**config.mk**
```make
export PLATFORM = sky130hd
export DESIGN_NAME = green_key_mixer
export DESIGN_NICKNAME = d
export VERILOG_FILES = /design/src/rtl/green_key_pkg.sv /design/src/rtl/key_frame_stats.sv /design/src/rtl/green_key_mixer.sv
export SDC_FILE = /design/constraint.sdc
export NUM_CORES = 1
export LEC_CHECK = 0
export BUFFER_PORTS_ARGS = -buffer_cell sky130_fd_sc_hd__buf_2
export CORE_MARGIN = 3
export CORE_UTILIZATION = 40
export DETAILED_ROUTE_END_ITERATION = 7
export SLEW_MARGIN = 20
export SYNTH_ARGS = -nofsm -noshare
export SYNTH_HDL_FRONTEND = slang
export SYNTH_SLANG_ARGS = --single-unit
```
**constraint.sdc**
```tcl
create_clock -name iCLK -period 3.25 [get_ports iCLK]
set_input_delay 0.1625 -clock iCLK [delete_from_list [all_inputs] [get_ports iCLK]]
set_output_delay 0.1625 -clock iCLK [all_outputs]
set_load 0.1 [all_outputs]
```
**src/rtl/green_key_pkg.sv**
```systemverilog
// Shared defaults, background-mode encodings and statistics FSM states
// for the green-screen key mixer.
package green_key_pkg;

  localparam int DATA_W_DEF = 12;
  localparam int OUT_W_DEF  = 10;
  localparam int CNT_W_DEF  = 24;

  typedef enum logic [1:0] {
    BG_BLACK  = 2'b00,
    BG_BLUE   = 2'b01,
    BG_CHECK  = 2'b10,
    BG_BYPASS = 2'b11
  } bg_mode_e;

  typedef enum logic [1:0] {
    ST_IDLE  = 2'b00,
    ST_COUNT = 2'b01,
    ST_DONE  = 2'b10
  } stat_state_e;

endpackage

```
**src/rtl/key_frame_stats.sv**
```systemverilog
// Per-frame keyed/total pixel counters, driven by the stage-2 aligned
// frame, valid and key signals of the mixer pipeline.
module key_frame_stats
  import green_key_pkg::*;
#(
  parameter int CNT_W = CNT_W_DEF
) (
  input  logic             clk_i,
  input  logic             rst_ni,
  input  logic             frame_i,
  input  logic             valid_i,
  input  logic             key_i,
  output logic [CNT_W-1:0] key_cnt_o,
  output logic [CNT_W-1:0] pix_cnt_o,
  output logic             done_o
);

  localparam logic [CNT_W-1:0] CMAX = '1;

  stat_state_e      state_q, state_d;
  logic [CNT_W-1:0] kcnt_q, kcnt_d;
  logic [CNT_W-1:0] pcnt_q, pcnt_d;
  logic [CNT_W-1:0] kout_q, kout_d;
  logic [CNT_W-1:0] pout_q, pout_d;
  logic             fprev_q;
  logic             armed_q, armed_d;
  logic [1:0]       fill_q, fill_d;
  logic             rise, fall;

  // frame_i is only genuine two edges after reset; arm on a genuine low
  // so a frame already running at release is never counted.
  assign fill_d  = (fill_q == 2'd2) ? fill_q : fill_q + 2'd1;
  assign armed_d = armed_q | ((fill_q == 2'd2) & ~frame_i);
  assign rise    = armed_q & frame_i & ~fprev_q;
  assign fall    = fprev_q & ~frame_i;

  always_comb begin
    state_d = state_q;
    kcnt_d  = kcnt_q;
    pcnt_d  = pcnt_q;
    kout_d  = kout_q;
    pout_d  = pout_q;
    unique case (state_q)
      ST_IDLE: begin
        if (rise) begin
          state_d = ST_COUNT;
          kcnt_d  = '0;
          pcnt_d  = '0;
        end
      end
      ST_COUNT: begin
        if (fall) begin
          state_d = ST_DONE;
          kout_d  = kcnt_q;
          pout_d  = pcnt_q;
        end else begin
          if (valid_i && pcnt_q != CMAX) pcnt_d = pcnt_q + 1'b1;
          if (key_i && kcnt_q != CMAX)   kcnt_d = kcnt_q + 1'b1;
        end
      end
      ST_DONE: begin
        if (rise) begin
          state_d = ST_COUNT;
          kcnt_d  = '0;
          pcnt_d  = '0;
        end else begin
          state_d = ST_IDLE;
        end
      end
      default: state_d = ST_IDLE;
    endcase
  end

  always_ff @(posedge clk_i or negedge rst_ni) begin
    if (!rst_ni) begin
      state_q <= ST_IDLE;
      kcnt_q  <= '0;
      pcnt_q  <= '0;
      kout_q  <= '0;
      pout_q  <= '0;
      fprev_q <= 1'b0;
      armed_q <= 1'b0;
      fill_q  <= 2'd0;
    end else begin
      state_q <= state_d;
      kcnt_q  <= kcnt_d;
      pcnt_q  <= pcnt_d;
      kout_q  <= kout_d;
      pout_q  <= pout_d;
      fprev_q <= frame_i;
      armed_q <= armed_d;
      fill_q  <= fill_d;
    end
  end

  assign key_cnt_o = kout_q;
  assign pix_cnt_o = pout_q;
  assign done_o    = (state_q == ST_DONE);

endmodule

```
**src/rtl/green_key_mixer.sv**
```systemverilog
// Three-stage chroma-key pixel mixer: green-dominant camera pixels are
// replaced by a selectable background; per-frame key statistics.
module green_key_mixer
  import green_key_pkg::*;
#(
  parameter int DATA_W    = DATA_W_DEF,
  parameter int OUT_W     = OUT_W_DEF,
  parameter int CELL_LOG2 = 5,
  parameter int CNT_W     = CNT_W_DEF
) (
  input  logic              iCLK,
  input  logic              iRST_N,
  input  logic [DATA_W-1:0] iRed,
  input  logic [DATA_W-1:0] iGreen,
  input  logic [DATA_W-1:0] iBlue,
  input  logic              iDataValid,
  input  logic              iFrameValid,
  input  logic [15:0]       iX_Counter,
  input  logic [15:0]       iY_Counter,
  input  logic [7:0]        iThreshold,
  input  logic [7:0]        iMinGreen,
  input  logic [1:0]        iBgMode,
  output logic [OUT_W-1:0]  oRed,
  output logic [OUT_W-1:0]  oGreen,
  output logic [OUT_W-1:0]  oBlue,
  output logic              oDataValid,
  output logic              oKeyed,
  output logic [CNT_W-1:0]  oKeyCount,
  output logic [CNT_W-1:0]  oPixCount,
  output logic              oFrameDone
);

  localparam int EW = DATA_W + 1;

  logic [DATA_W-1:0] max_c;
  logic [11:0]       thr_c, min_c;
  logic              chk_c;
  logic              unused_coord;

  logic [EW-1:0]     g1_q, m1_q, t1_q, n1_q;
  logic [OUT_W-1:0]  rt1_q, gt1_q, bt1_q;
  logic              v1_q, f1_q, chk1_q;
  bg_mode_e          mode1_q;

  logic              key_c;
  logic [OUT_W-1:0]  rt2_q, gt2_q, bt2_q;
  logic              v2_q, f2_q, key2_q, chk2_q;
  bg_mode_e          mode2_q;

  logic [OUT_W-1:0]  r3_d, g3_d, b3_d;
  logic [OUT_W-1:0]  r3_q, g3_q, b3_q;
  logic              v3_q, k3_q;

  assign max_c = (iRed > iBlue) ? iRed : iBlue;
  assign thr_c = {iThreshold, 4'b0000};
  assign min_c = {iMinGreen, 4'b0000};
  assign chk_c = iX_Counter[CELL_LOG2] ^ iY_Counter[CELL_LOG2];
  assign unused_coord = ^{iX_Counter, iY_Counter};

  always_ff @(posedge iCLK or negedge iRST_N) begin
    if (!iRST_N) begin
      g1_q    <= '0;
      m1_q    <= '0;
      t1_q    <= '0;
      n1_q    <= '0;
      rt1_q   <= '0;
      gt1_q   <= '0;
      bt1_q   <= '0;
      v1_q    <= 1'b0;
      f1_q    <= 1'b0;
      chk1_q  <= 1'b0;
      mode1_q <= BG_BLACK;
    end else begin
      g1_q    <= EW'(iGreen);
      m1_q    <= EW'(max_c);
      t1_q    <= EW'(thr_c);
      n1_q    <= EW'(min_c);
      rt1_q   <= iRed[DATA_W-1 -: OUT_W];
      gt1_q   <= iGreen[DATA_W-1 -: OUT_W];
      bt1_q   <= iBlue[DATA_W-1 -: OUT_W];
      v1_q    <= iDataValid;
      f1_q    <= iFrameValid;
      chk1_q  <= chk_c;
      mode1_q <= bg_mode_e'(iBgMode);
    end
  end

  // One extra bit holds max(R,B)+T without wrapping.
  assign key_c = v1_q && (mode1_q != BG_BYPASS) &&
                 (g1_q > m1_q + t1_q) && (g1_q >= n1_q);

  always_ff @(posedge iCLK or negedge iRST_N) begin
    if (!iRST_N) begin
      rt2_q   <= '0;
      gt2_q   <= '0;
      bt2_q   <= '0;
      v2_q    <= 1'b0;
      f2_q    <= 1'b0;
      key2_q  <= 1'b0;
      chk2_q  <= 1'b0;
      mode2_q <= BG_BLACK;
    end else begin
      rt2_q   <= rt1_q;
      gt2_q   <= gt1_q;
      bt2_q   <= bt1_q;
      v2_q    <= v1_q;
      f2_q    <= f1_q;
      key2_q  <= key_c;
      chk2_q  <= chk1_q;
      mode2_q <= mode1_q;
    end
  end

  always_comb begin
    r3_d = '0;
    g3_d = '0;
    b3_d = '0;
    if (key2_q) begin
      unique case (mode2_q)
        BG_BLUE: b3_d = '1;
        BG_CHECK: begin
          if (chk2_q) begin
            r3_d = '1;
            g3_d = '1;
            b3_d = '1;
          end
        end
        default: ;
      endcase
    end else if (v2_q) begin
      r3_d = rt2_q;
      g3_d = gt2_q;
      b3_d = bt2_q;
    end
  end

  always_ff @(posedge iCLK or negedge iRST_N) begin
    if (!iRST_N) begin
      r3_q <= '0;
      g3_q <= '0;
      b3_q <= '0;
      v3_q <= 1'b0;
      k3_q <= 1'b0;
    end else begin
      r3_q <= r3_d;
      g3_q <= g3_d;
      b3_q <= b3_d;
      v3_q <= v2_q;
      k3_q <= key2_q;
    end
  end

  assign oRed       = r3_q;
  assign oGreen     = g3_q;
  assign oBlue      = b3_q;
  assign oDataValid = v3_q;
  assign oKeyed     = k3_q;

  key_frame_stats #(
    .CNT_W(CNT_W)
  ) u_stats (
    .clk_i    (iCLK),
    .rst_ni   (iRST_N),
    .frame_i  (f2_q),
    .valid_i  (v2_q),
    .key_i    (key2_q),
    .key_cnt_o(oKeyCount),
    .pix_cnt_o(oPixCount),
    .done_o   (oFrameDone)
  );

endmodule

```
==> results.cfg <==
[layout]
num-nets-final = 1119
final_common_cell = dfrtp_1
final_cell_mix = dfrtp_1 (235), buf_2 (139), mux2_2 (60)
diodes = 0
n_fill_cell = 2087
syn_to_final_growth_pct = 26.1
instances_no_fill = 1315
drive_above_1_share_pct = 27.3

[worst_setup_path]
required_ns = 3.65
startpoint_type = flop
slowest_stage = or3_1
crit_buf_inv = 0
reg2reg_depth = 11
r2r_setup_slack_ns = 0.19
crit_family = compound AO/OA/AOI/OAI gates
crit_path_end_kind = flop
cpPeakStageDelay_ns = 0.38
cp_max_fo = 3
r2r_start = m1_q[7]
path_cells = ha_1, o21ai_0, a21oi_1, o41ai_1, xor2_1, ha_1, nand3_1, or3_1, a31o_2, o211a_1, a311oi_1
worst-setup-path-type = flop to flop
crit_arrival_ns = 3.46
crit_top_cell = ha_1
reg2reg_to = key2_q

[place]
place_congestion = 0.811
io_buffer_count = 140
dp_hpwl_mm = 14.1
placed_cells = 1216

[global_route]
grt_pass1_wl_mm = 35.4
antenna_found_initial = 0
grt_overflow = 0
grt_usage_pct = 16.4
grt_pass1_vias = 6774
grt_max_degree = 103

[timing]
rsz0062_at_grt = no
period_share_pct = 94.1
holdWs_ns = 0.290
worst_slew_pin_slew_ns = 0.935
fin_tns_setup_ns = 0
hold_viol = 0
slew_headroom_pct = 37.7
drv_slew = 0
fin_crit_ns = 3.06
setup_violations = 0
timing.fmax_mhz = 327
clock_skew_ns = 0.00639

[clocking]
cts_max_level = 1
clkSinkCount = 235
insertion_delay_ns = 0.51
cts_max_path_buffers = 3
root_buffer = clkbuf_16
cts_tree = built
cts.clk_slew.worst_paths_ns = 0.06
numCtsBuffers = 25

[route]
via_count = 6719
route.antenna.remaining_nets = 0
drc = 0
finalWirelength_mm = 21.3
viasPerCell = 5.11
drt_first_pass_iters = 4
first_iter_violations = 514
post_drt_wl_per_cell_um = 16.2

[floorplanning]
die_h_um = 162
fp.dieW_um = 162
dieArea_um2 = 26200
ios = 171
std_cell_rows = 56
core_area_um2 = 23700
initial_utilization_pct = 41.0

[synth]
avgSynthCellArea_um2 = 12.5
post-synth-top-area-fraction_pct = 60.6
yosysWarningCount = 0
async_reset_ff_share_pct = 100
netlist_area_um2 = 9700
synth_top_flop_cell = dfrtp_1
synthTopCellsByArea = dfrtp_1 (61%), mux2_2 (7.0%), ha_1 (5.8%)
ys_seq_elements = 235
synth_top_cell_by_area = dfrtp_1
synth_nets = 910
synth_cell_types = 66
synth_cells = 774
ys_seq_area_share_pct = 60.6
synth_edf_count = 0

[power_and_ir_drop]
ir_drop_mv = 0.487
power.density_nw_per_um2 = 578
power_leakage_nw = 6.24

[flow_run]
drv_cap = 0

[hold_path]
worstHoldPathType = input pin to flop
hp-start = iGreen[6]
min_path_cells = 2
hold_end = gt1_q[4]

[status]
status = finished, final reports clean
[worst register-to-register path: cells and delay by family (launching register included)]
family | cells | cell delay [ns]
adder cells (fa/ha/maj) | 2 | 0.64
AND/OR/NAND/NOR | 2 | 0.49
XOR/XNOR | 1 | 0.13
flip-flops | 1 | 0.36
AO/OA/AOI/OAI | 6 | 1.34
[logic make-up after synthesis]
family                     Yosys count  share of synthesized area (%)
AOI/OAI and AO/OA                  161                           11.6
xor gates and xnor gates             7                          0.632
adders and majority gates           46                           6.01
buffers and inverters               67                           2.85
DFF                                235                           60.6
muxes                               61                           7.07
and+or+nand+nor                    197                           11.2
[registers in the layout, indices dropped and copies added, names as in the netlist, 10 cells and up]
name / count
oGreen: 10
u_stats.pcnt_q: 24
rt2_q: 10
oBlue: 10
bt1_q: 10
u_stats.key_cnt_o: 24
m1_q: 12
bt2_q: 10
u_stats.kcnt_q: 24
oRed: 10
rt1_q: 10
gt2_q: 10
u_stats.pix_cnt_o: 24
[how the worst max path moves through the flow]
stage,start,to,slack (ns),cells past startpoint
after floorplan,m1_q[4],key2_q,0.49,14
after global placement,m1_q[4],key2_q,0.33,14
after detailed placement,m1_q[4],key2_q,0.24,14
after CTS,m1_q[4],key2_q,0.22,14
after global routing,m1_q[4],key2_q,0.02,14
final,m1_q[7],key2_q,0.19,11
[metrics by stage]
step / util, % / total power [mW] / area (um^2) / setup slack, ns
2_1_floorplan: - / 3.87 / 9700 / 0.489
3_3_place_gp: 45.6 / 4.16 / 10800 / 0.327
3_5_place_dp: 45.6 / 4.17 / 10800 / 0.243
4_1_cts: 51.6 / 7.18 / 12200 / 0.223
5_1_grt: 51.7 / 7.40 / 12200 / 0.0160
6_report: 51.7 / 7.08 / 12200 / 0.191
[what timing repair did]
| item | CTS | global route |
|---|---|---|
| gates resized for setup | 0 | 1 |
| endpoints found under the setup margin | 0 | 1 |
| buffers inserted | 0 | 0 |
| endpoints found under the hold margin | 164 | 0 |
| hold buffers | 59 | 0 |
[layer usage]
| metal | GRT usage [%] | up-vias | part of all wire, % |
|---|---|---|---|
| met2 | 27.6 | 174 | 49 |
| met3 | 3.21 | 43 | 5.0 |
| met5 | 0 | - | 0 |
| met1 | 21.8 | 3283 | 44 |
| li1 | - | 3219 | - |
| met4 | 4.65 | 0 | 2.5 |
[cell type report]
cell class | instances | area (um^2) | share of cell area, %
timing repair buffer | 210 | 1410 | 11.5
tap | 319 | 399 | 3.26
clock inverter | 8 | 140 | 1.15
inverter | 39 | 146 | 1.20
multi-input combinational | 472 | 3560 | 29.1
sequential | 235 | 5880 | 48.1
clock buffer | 32 | 702 | 5.74
[where the power goes]
group / internal (mW) / switching, mW
combinational: 0.325 / 0.719
clock: 1.82 / 1.09
sequential: 3.05 / 0.0688
[cells in the mapped netlist, drive strengths merged (6+ instances only)]
| master | instances |
|---|---|
| a21o | 42 |
| a21oi | 31 |
| a31oi | 28 |
| a41oi | 6 |
| and3 | 10 |
| buf | 16 |
| clkbuf | 12 |
| dfrtp | 235 |
| ha | 45 |
| inv | 39 |
| mux2 | 60 |
| nand2 | 48 |
| nand2b | 12 |
| nand3 | 37 |
| nand4 | 16 |
| nor2 | 21 |
| nor2b | 7 |
| nor3 | 18 |
| o211ai | 8 |
| o21ai | 14 |
Note: power is estimated with default switching activity, not from simulation.
